**config.mk**
```make
export PLATFORM = sky130hd
export DESIGN_NAME = count4bit_down_flat
export DESIGN_NICKNAME = d
export VERILOG_FILES = /design/src/rtl/count4bit_down_if.sv /design/src/rtl/count4bit_down.sv /design/src/flat_wrapper.sv
export SDC_FILE = /design/constraint.sdc
export NUM_CORES = 1
export LEC_CHECK = 0
export ABC_AREA = 1
export CELL_PAD_IN_SITES_DETAIL_PLACEMENT = 2
export CELL_PAD_IN_SITES_GLOBAL_PLACEMENT = 2
export CORE_ASPECT_RATIO = 0.7
export CORE_MARGIN = 4
export CORE_UTILIZATION = 21
export CTS_CLUSTER_SIZE = 10
export DETAILED_ROUTE_END_ITERATION = 6
export GPL_TIMING_DRIVEN = 0
export PLACE_DENSITY_LB_ADDON = 0.2
export SLEW_MARGIN = 25
export SYNTH_ARGS = -nofsm -noshare
export SYNTH_HDL_FRONTEND = slang
export SYNTH_SLANG_ARGS = --single-unit
```
**constraint.sdc**
```tcl
create_clock -name jk_clk -period 1.4 [get_ports jk_clk]
set_input_delay 0.21 -clock jk_clk [delete_from_list [all_inputs] [get_ports jk_clk]]
set_output_delay 0.21 -clock jk_clk [all_outputs]
set_load 0.01 [all_outputs]
```
**src/rtl/count4bit_down_if.sv**
```systemverilog
// Control/status bundle for count4bit_down.
//  jk_set, jk_j, jk_k, jk_load_val : control from the driving block (master)
//  jk_q, jk_zero, jk_tc, jk_done    : counter status back to the driving block
interface count4bit_down_if #(
  parameter int unsigned WIDTH = 4
);
  logic             jk_set;
  logic             jk_j;
  logic             jk_k;
  logic [WIDTH-1:0] jk_load_val;
  logic [WIDTH-1:0] jk_q;
  logic             jk_zero;
  logic             jk_tc;
  logic             jk_done;

  modport master (
    output jk_set, jk_j, jk_k, jk_load_val,
    input  jk_q, jk_zero, jk_tc, jk_done
  );

  modport slave (
    input  jk_set, jk_j, jk_k, jk_load_val,
    output jk_q, jk_zero, jk_tc, jk_done
  );
endinterface

```
**src/rtl/count4bit_down.sv**
```systemverilog
// Down-counter with JK-style control and an optional one-shot halt at zero.
//  jk_clk  : rising-edge clock
//  jk_rs   : asynchronous active-high reset
//  bus     : slave side of count4bit_down_if
//            {jk_j,jk_k} 00 hold, 01 clear, 10 load jk_load_val, 11 decrement;
//            jk_set presets to PRESET_VAL and overrides J/K.
//            jk_q, jk_tc, jk_done registered; jk_zero decoded from jk_q.
module count4bit_down #(
  parameter int unsigned      WIDTH      = 4,
  parameter logic [WIDTH-1:0] PRESET_VAL = WIDTH'(15),
  parameter bit               ONE_SHOT   = 1'b0
) (
  input  logic           jk_clk,
  input  logic           jk_rs,
  count4bit_down_if.slave bus
);

  typedef enum logic {
    RUN  = 1'b0,
    HALT = 1'b1
  } state_t;

  localparam logic [WIDTH-1:0] ZERO_VAL = '0;
  localparam logic [WIDTH-1:0] ONE_VAL  = WIDTH'(1);
  localparam logic [WIDTH-1:0] MAX_VAL  = '1;

  state_t           state, state_n;
  logic [WIDTH-1:0] q, q_n;
  logic             tc, tc_n;
  logic             done, done_n;

  // State and output registers.
  always_ff @(posedge jk_clk or posedge jk_rs) begin
    if (jk_rs) begin
      state <= RUN;
      q     <= ZERO_VAL;
      tc    <= 1'b0;
      done  <= 1'b0;
    end else begin
      state <= state_n;
      q     <= q_n;
      tc    <= tc_n;
      done  <= done_n;
    end
  end

  // Next-state: set beats J/K; tc is a one-cycle pulse so it defaults low.
  always_comb begin
    state_n = state;
    q_n     = q;
    tc_n    = 1'b0;
    done_n  = done;

    if (bus.jk_set) begin
      q_n     = PRESET_VAL;
      done_n  = 1'b0;
      state_n = RUN;
    end else begin
      case ({bus.jk_j, bus.jk_k})
        2'b00: begin
        end
        2'b01: begin
          q_n     = ZERO_VAL;
          done_n  = 1'b0;
          state_n = RUN;
        end
        2'b10: begin
          q_n     = bus.jk_load_val;
          done_n  = 1'b0;
          state_n = RUN;
        end
        default: begin
          if (state == HALT) begin
            q_n = ZERO_VAL;
          end else if (q == ONE_VAL) begin
            // Only the 1 -> 0 step counts as terminal.
            q_n  = ZERO_VAL;
            tc_n = 1'b1;
            if (ONE_SHOT) begin
              state_n = HALT;
              done_n  = 1'b1;
            end
          end else if (q == ZERO_VAL) begin
            if (ONE_SHOT) begin
              state_n = HALT;
              done_n  = 1'b1;
            end else begin
              q_n = MAX_VAL;
            end
          end else begin
            q_n = q - ONE_VAL;
          end
        end
      endcase
    end
  end

  assign bus.jk_q    = q;
  assign bus.jk_tc   = tc;
  assign bus.jk_done = done;
  assign bus.jk_zero = (q == ZERO_VAL);

endmodule

```
**src/flat_wrapper.sv**
```systemverilog
// flat-port wrapper written by rule: the top's interface ports become plain ports
module count4bit_down_flat 
#(
  parameter int unsigned      WIDTH      = 4,
  parameter logic [WIDTH-1:0] PRESET_VAL = WIDTH'(15),
  parameter bit               ONE_SHOT   = 1'b0
)
  (jk_clk, jk_rs, bus_jk_set, bus_jk_j, bus_jk_k, bus_jk_load_val, bus_jk_q, bus_jk_zero, bus_jk_tc, bus_jk_done);
  count4bit_down_if #(.WIDTH(WIDTH)) bus_i ();
  input  logic jk_clk;
  input  logic jk_rs;
  input wire logic [$bits(bus_i.jk_set)-1:0] bus_jk_set;
  input wire logic [$bits(bus_i.jk_j)-1:0] bus_jk_j;
  input wire logic [$bits(bus_i.jk_k)-1:0] bus_jk_k;
  input wire logic [$bits(bus_i.jk_load_val)-1:0] bus_jk_load_val;
  output wire logic [$bits(bus_i.jk_q)-1:0] bus_jk_q;
  output wire logic [$bits(bus_i.jk_zero)-1:0] bus_jk_zero;
  output wire logic [$bits(bus_i.jk_tc)-1:0] bus_jk_tc;
  output wire logic [$bits(bus_i.jk_done)-1:0] bus_jk_done;
  assign bus_i.jk_set = bus_jk_set;
  assign bus_i.jk_j = bus_jk_j;
  assign bus_i.jk_k = bus_jk_k;
  assign bus_i.jk_load_val = bus_jk_load_val;
  assign bus_jk_q = bus_i.jk_q;
  assign bus_jk_zero = bus_i.jk_zero;
  assign bus_jk_tc = bus_i.jk_tc;
  assign bus_jk_done = bus_i.jk_done;
  count4bit_down #(.WIDTH(WIDTH), .PRESET_VAL(PRESET_VAL), .ONE_SHOT(ONE_SHOT)) u_core (.jk_clk(jk_clk), .jk_rs(jk_rs), .bus(bus_i));
endmodule
```
==> flow_summary.json, run 1 <==
{
  "ir_worst_vdd_mv": 0.4589,
  "post-route-min-period_ps": 1384,
  "portBuffers": 14,
  "syn_inst": 60,
  "required_ps": 1190,
  "clk_pin_slew_worst_paths_ps": 50,
  "hp-class": "primary input to async pin",
  "min_period_over_period_pct": 98.83,
  "vias": 465,
  "grt_pass1_vias": 542,
  "slew_violations": 0,
  "ys_ff_latch": 5,
  "h-tree-depth": 1,
  "clock_skew_ps": 9.700,
  "root_buffer": "clkbuf_4",
  "drt_first_iter_violations": 4,
  "synthesis.area_um2": 421.7,
  "hold_buffers": 0,
  "vias_per_cell": 4.471,
  "path_cells": "inv_2 -> ha_4 -> nand2_4 -> nor2_1 -> buf_2",
  "yosys-top-cells-area": "dfrtp_1 (30%), ha_1 (15%), inv_1 (12%)",
  "rr_endpoint": "u_core.bus.jk_q[3]",
  "drive_above_1_share_pct": 28.05,
  "drt_wl_total_um": 1609,
  "syn_area_per_cell_um2": 7.028,
  "grt_pass1_wl_um": 2566,
  "arrival_ps": 1170,
  "leakage_nw": 0.3398,
  "first_pass_iters": 4,
  "status": "complete, no violations",
  "p_per_area_nw_per_um2": 836.0,
  "synth.top_cell.area_share_pct": 29.67,
  "finalSetupViolations": 0,
  "coreArea_um2": 1887,
  "tritoncts": "yes",
  "grt_max_degree": 7,
  "maxCapViolations": 0,
  "ys.flop_type": "dfrtp_1",
  "track_usage_pct": 13.79,
  "final_util_pct": 35.54,
  "startpoint_type": "register",
  "crit_slowest_cell": "dfrtp_1",
  "crit_path_max_fanout": 4,
  "synth_edf_count": 0,
  "grt-ovfl-total": 0,
  "synth_commonest_cells": "inv_1 (13), nand2_1 (12), nand3_1 (6), nor2_1 (6)",
  "globalplace.congestion": 0.7088,
  "r2r_slack_ps": 160,
  "die_height_um": 45.49,
  "nFillCells": 222,
  "async_reset_ff_share_pct": 100.0,
  "numCtsBuffers": 3,
  "ant_nets": 0,
  "rr_worst_depth": 6,
  "max_freq_ghz": 0.7228,
  "synth_top_cell_by_area": "dfrtp_1",
  "endpoint_kind": "primary output",
  "timing.rr.start": "u_core.bus.jk_q[0]",
  "num_antenna_cells": 0,
  "ioPinCount": 16,
  "dp_slack_ps": -318.5,
  "yosysSeqAreaShare_pct": 29.67,
  "insertion_delay_ps": 260,
  "criticalPathCategory": "register to primary output",
  "antenna_found_initial": 0,
  "fin_nets": 97,
  "rsz0062_at_grt": "true",
  "cts_buffer_depth": 2,
  "routedWlPerCell_um": 15.47,
  "hold_viol": 0,
  "syn-num-nets": 74,
  "drc": 0,
  "synth_most_common_cell": "inv_1",
  "rows": 13,
  "dp.final_hpwl_um": 1163,
  "ys_types": 16,
  "setup_slack_ps": 16.41,
  "max_stage_delay_ps": 390,
  "dieArea_um2": 2800,
  "cts_sinks": 5,
  "die_x_um": 61.56,
  "area_growth_pct": 59.05,
  "start_util_pct": 22.35,
  "yosys_warnings": 0
}
-- worst max-delay path by stage --
stage / startpoint / to / slack, ps / cells past startpoint
floorplan: u_core.bus.jk_q[0] / u_core.bus.jk_q[3] / 230 / 8
global placement: u_core.bus.jk_q[0] / bus_jk_zero / -280 / 5
detailed placement: u_core.bus.jk_q[0] / bus_jk_zero / -320 / 5
CTS: u_core.bus.jk_q[1] / bus_jk_zero / -50 / 5
global route: u_core.bus.jk_q[0] / bus_jk_zero / -30 / 5
finish: u_core.bus.jk_q[1] / bus_jk_zero / 20 / 5
-- worst max-delay path, delay by kind of cell (launching register included) --
| family | cells | cell delay [ps] |
|---|---|---|
| and+or+nand+nor | 2 | 160 |
| DFF | 1 | 390 |
| adders and majority gates | 1 | 140 |
| buffers and inverters | 2 | 210 |
-- cells in the final DEF (no fill, tap or decap), types with 3 or more instances in the layout --
cell type        instances
nand2_1                 11
inv_1                    9
clkdlybuf4s50_1          9
inv_2                    6
nand3_1                  6
nor2_1                   5
buf_4                    5
dfrtp_1                  5
dlygate4sd2_1            4
ha_1                     3
clkbuf_4                 3
-- routing by layer --
metal / GRT usage, % / vias up / routed length (um) / share of wire (%)
li1: - / 224 / - / -
met1: 14.31 / 226 / 683 / 42
met2: 24.84 / 11 / 809 / 50
met3: 5.666 / 4 / 85 / 5.3
met4: 5.085 / 0 / 30 / 1.9
met5: 0 / - / 0 / 0
-- repair_timing --
item,in CTS,in global routing
setup buffers,3,1
pin swaps,0,1
endpoints found under the setup margin,8,5
resized for setup,12,6
-- state kept, by name (all words and copies together) (netlist names) --
register          count
u_core.bus.jk_tc      1
u_core.bus.jk_q       4
-- through the flow --
| step | TNS, ps | power, W | hold slack, ps | cell area [um^2] | instances |
|---|---|---|---|---|---|
| after detailed placement | -1327 | 0.0003482 | 452.5 | 589.3 | 96 |
| after CTS | -50.53 | 0.0005493 | 176.5 | 645.6 | 103 |
| final | 0 | 0.0005607 | 170.7 | 670.6 | 104 |
| after global routing | -34.64 | 0.0006073 | 182.8 | 670.6 | 104 |
| after floorplan | 0 | 0.0002642 | -11.48 | 421.7 | 60 |
| after global placement | -1164 | 0.0003417 | 435.3 | 589.3 | 96 |
-- where the power goes --
group | leakage, nW | internal [W] | switching [W]
sequential | 0.0557 | 0.000159 | 0.0000143
clock | 0.0150 | 0.000109 | 0.0000712
combinational | 0.269 | 0.000101 | 0.000107
total | 0.340 | 0.000368 | 0.000193
-- cell families (layout without fill, tap and decap cells) --
group           Yosys count  after routing  synth area share [%]
buf+inv                  16             38                 15.14
fa+ha+maj                 5              5                 14.84
other cells               1              1                0.8894
flops                     5              5                 29.67
compound gates            6              6                 10.09
simple gates             27             27                 29.38
-- final cells by class --
type / instances / area, um^2 / area share (%)
repair buffers: 18 / 160.2 / 23.88
well taps: 22 / 27.53 / 4.104
clock buffers: 4 / 26.28 / 3.918
inverters: 15 / 56.30 / 8.396
plain buffers: 1 / 7.507 / 1.119
flip-flops and latches: 5 / 125.1 / 18.66
multi-input cells: 39 / 267.8 / 39.93
Note: power is estimated with default switching activity, not from simulation.
==> inputs of run 2 (changes only) <==
--- a/config.mk
+++ b/config.mk
@@ -5,12 +5,11 @@
 export SDC_FILE = /design/constraint.sdc
 export NUM_CORES = 1
 export LEC_CHECK = 0
-export ABC_AREA = 1
 export CELL_PAD_IN_SITES_DETAIL_PLACEMENT = 2
 export CELL_PAD_IN_SITES_GLOBAL_PLACEMENT = 2
 export CORE_ASPECT_RATIO = 0.7
 export CORE_MARGIN = 4
-export CORE_UTILIZATION = 21
+export CORE_UTILIZATION = 23
 export CTS_CLUSTER_SIZE = 10
 export DETAILED_ROUTE_END_ITERATION = 6
 export GPL_TIMING_DRIVEN = 0
==> constraint.sdc (replaced) <==
create_clock -name jk_clk -period 1.5 [get_ports jk_clk]
set_input_delay 0.225 -clock jk_clk [delete_from_list [all_inputs] [get_ports jk_clk]]
set_output_delay 0.225 -clock jk_clk [all_outputs]
set_load 0.01 [all_outputs]
==> run 2 against run 1 <==
Against the previous run: the run now ends with setup timing left; power shrank 6.4%; core utilization up 6.2 points; first-iteration DRC count increased by 100%; hold slack gained 40 ps; critical endpoint is now u_core.bus.jk_q[2]; highest routed layer unchanged.
==> flow_summary.json, run 2 <==
{
  "syn-num-nets": 63,
  "crit_path_max_fanout": 4,
  "multiInputGateArea_um2": 285.3,
  "startpoint_type": "register",
  "dp.final_hpwl_um": 1089,
  "drt_first_iter_violations": 8,
  "die_height_um": 44.20,
  "grt_pass1_wl_um": 2311,
  "final_cell_count_no_fill": 93,
  "insertion_delay_ps": 250,
  "clock_skew_ps": 6.137,
  "clk_pin_slew_worst_paths_ps": 50,
  "coreArea_um2": 1682,
  "synthesis.area_um2": 430.4,
  "synth_edf_count": 0,
  "drive_above_1_share_pct": 31.94,
  "routedWlPerCell_um": 16.20,
  "tritoncts": "yes",
  "vias": 448,
  "arrival_ps": 1630,
  "min_period_over_period_pct": 100.5,
  "ir_worst_vdd_mv": 0.4400,
  "start_util_pct": 25.60,
  "postLayoutCellArea_um2": 701.9,
  "h-tree-depth": 1,
  "num_antenna_cells": 0,
  "final_cell_mix": "clkdlybuf4s50_1 (11), buf_4 (7), inv_1 (5)",
  "rsz0062_at_grt": "true",
  "first_pass_iters": 4,
  "finalSetupViolations": 1,
  "violations": "setup timing",
  "hold_viol": 0,
  "drt_wl_total_um": 1507,
  "slew_violations": 0,
  "vias_per_cell": 4.817,
  "yosysSeqAreaShare_pct": 29.07,
  "async_reset_ff_share_pct": 100.0,
  "placed_area_um2": 598.1,
  "portBuffers": 14,
  "cts_buffer_depth": 2,
  "numCtsBuffers": 3,
  "synth_commonest_cells": "inv_1 (8), dfrtp_1 (5), ha_1 (5)",
  "maxCapViolations": 0,
  "criticalPathCategory": "register to register",
  "die_x_um": 59.71,
  "syn_inst": 49,
  "ys_ff_latch": 5,
  "synth.top_cell.area_share_pct": 29.07,
  "ant_nets": 0,
  "synth_most_common_cell": "inv_1",
  "required_ps": 1620,
  "max_freq_ghz": 0.6633,
  "drc": 0,
  "fin_nets": 87,
  "hold_buffers": 0,
  "grt-ovfl-total": 0,
  "nFillCells": 195,
  "leakage_nw": 0.3148,
  "yosys-top-cells-area": "dfrtp_1 (29%), ha_1 (15%), inv_1 (7.0%)",
  "rows": 12,
  "ys.flop_type": "dfrtp_1",
  "post-route-min-period_ps": 1508,
  "hp-class": "primary input to async pin",
  "yosys_warnings": 0,
  "p_per_area_nw_per_um2": 747.9,
  "status": "finished with violations",
  "fin_tns_setup_ps": -7.585,
  "root_buffer": "clkbuf_4",
  "timing.hold.ws_ps": 210.9,
  "final_common_cell": "clkdlybuf4s50_1",
  "seqCellArea_um2": 128.9,
  "setup_slack_ps": -7.585,
  "area_growth_pct": 63.08,
  "antenna_found_initial": 0,
  "largest_reg_flops": 4,
  "r2r_slack_ps": -8,
  "grt_pass1_vias": 482,
  "endpoint_kind": "register",
  "synth_top_cell_by_area": "dfrtp_1",
  "syn_area_per_cell_um2": 8.784,
  "dp_cells": 84,
  "ioPinCount": 16,
  "globalplace.congestion": 0.7228,
  "dieArea_um2": 2639,
  "track_usage_pct": 12.52,
  "grt_max_degree": 11,
  "cts_sinks": 5,
  "ys_types": 27
}
-- run 2: cell families (layout without fill, tap and decap cells) --
kind of cell	after synthesis	count (layout)	share of synthesized area (%)
other	1	1	0.8713
buffers and inverters	11	34	14.24
flip-flops	5	5	29.07
AO/OA/AOI/OAI	13	13	22.39
adder cells (fa/ha/maj)	5	5	14.53
AND/OR/NAND/NOR	14	14	18.90
-- run 2: critical path, cell delays in order (launching register included) --
cell	delay, ps
dfrtp_2	420
inv_2	90
ha_4	150
and2b_1	170
a211o_1	260
a221o_1	290
-- run 2: timing repair --
action                                  CTS  global route
buffers inserted                          2             4
resized for setup                        16             2
endpoints found under the setup margin    6             8
endpoints found under the hold margin     0             0
-- run 2: layout make-up --
cell class / count / area share [%]
timing repair buffer: 20 / 25.31
tap: 21 / 3.743
inverter: 8 / 4.278
clock buffer: 4 / 3.743
sequential: 5 / 18.36
buffer: 2 / 3.922
multi-input combinational: 33 / 40.64
-- run 2: final timing paths --
kind                                     from            endpoint  cells after the start
setup reg to reg           u_core.bus.jk_q[0]  u_core.bus.jk_q[2]                      5
max in group asynchronous               jk_rs  u_core.bus.jk_q[2]                      2
min in group jk_clk                  bus_jk_j    u_core.bus.jk_tc                      3
hold reg to reg            u_core.bus.jk_q[2]  u_core.bus.jk_q[2]                      2
setup / recovery           u_core.bus.jk_q[0]  u_core.bus.jk_q[2]                      5
hold / removal                          jk_rs    u_core.bus.jk_tc                      2
-- run 2: per-layer routing --
layer | global-route usage, % | share of wire [%]
met4 | 5.310 | 0.80
met5 | 0 | 0
met2 | 21.98 | 52
met1 | 14.14 | 43
met3 | 3.499 | 4.0
-- run 2: through the flow --
stage               util, %  power (W)  setup slack (ps)
finish                41.74  0.0005249            -7.585
global route          41.74  0.0005620            -60.86
CTS                   39.66  0.0005174            -14.37
detailed placement    35.57  0.0003227            -400.3
global placement      35.57  0.0003162            -394.6
floorplan                 -  0.0002475           -0.6970
-- run 2: report_power, final --
group / leakage, nW / internal (W) / switching, W
combinational: 0.246 / 0.000111 / 0.0000923
clock: 0.0150 / 0.000101 / 0.0000627
sequential: 0.0537 / 0.000148 / 0.00000993
==> inputs of run 3 (changes only) <==
--- a/config.mk
+++ b/config.mk
@@ -12,6 +12,7 @@
 export CORE_UTILIZATION = 23
 export CTS_CLUSTER_SIZE = 10
 export DETAILED_ROUTE_END_ITERATION = 6
+export GPL_ROUTABILITY_DRIVEN = 1
 export GPL_TIMING_DRIVEN = 0
 export PLACE_DENSITY_LB_ADDON = 0.2
 export SLEW_MARGIN = 25
==> results of run 3 <==
Final layout, timing and power as in run 2 (identical DEF).
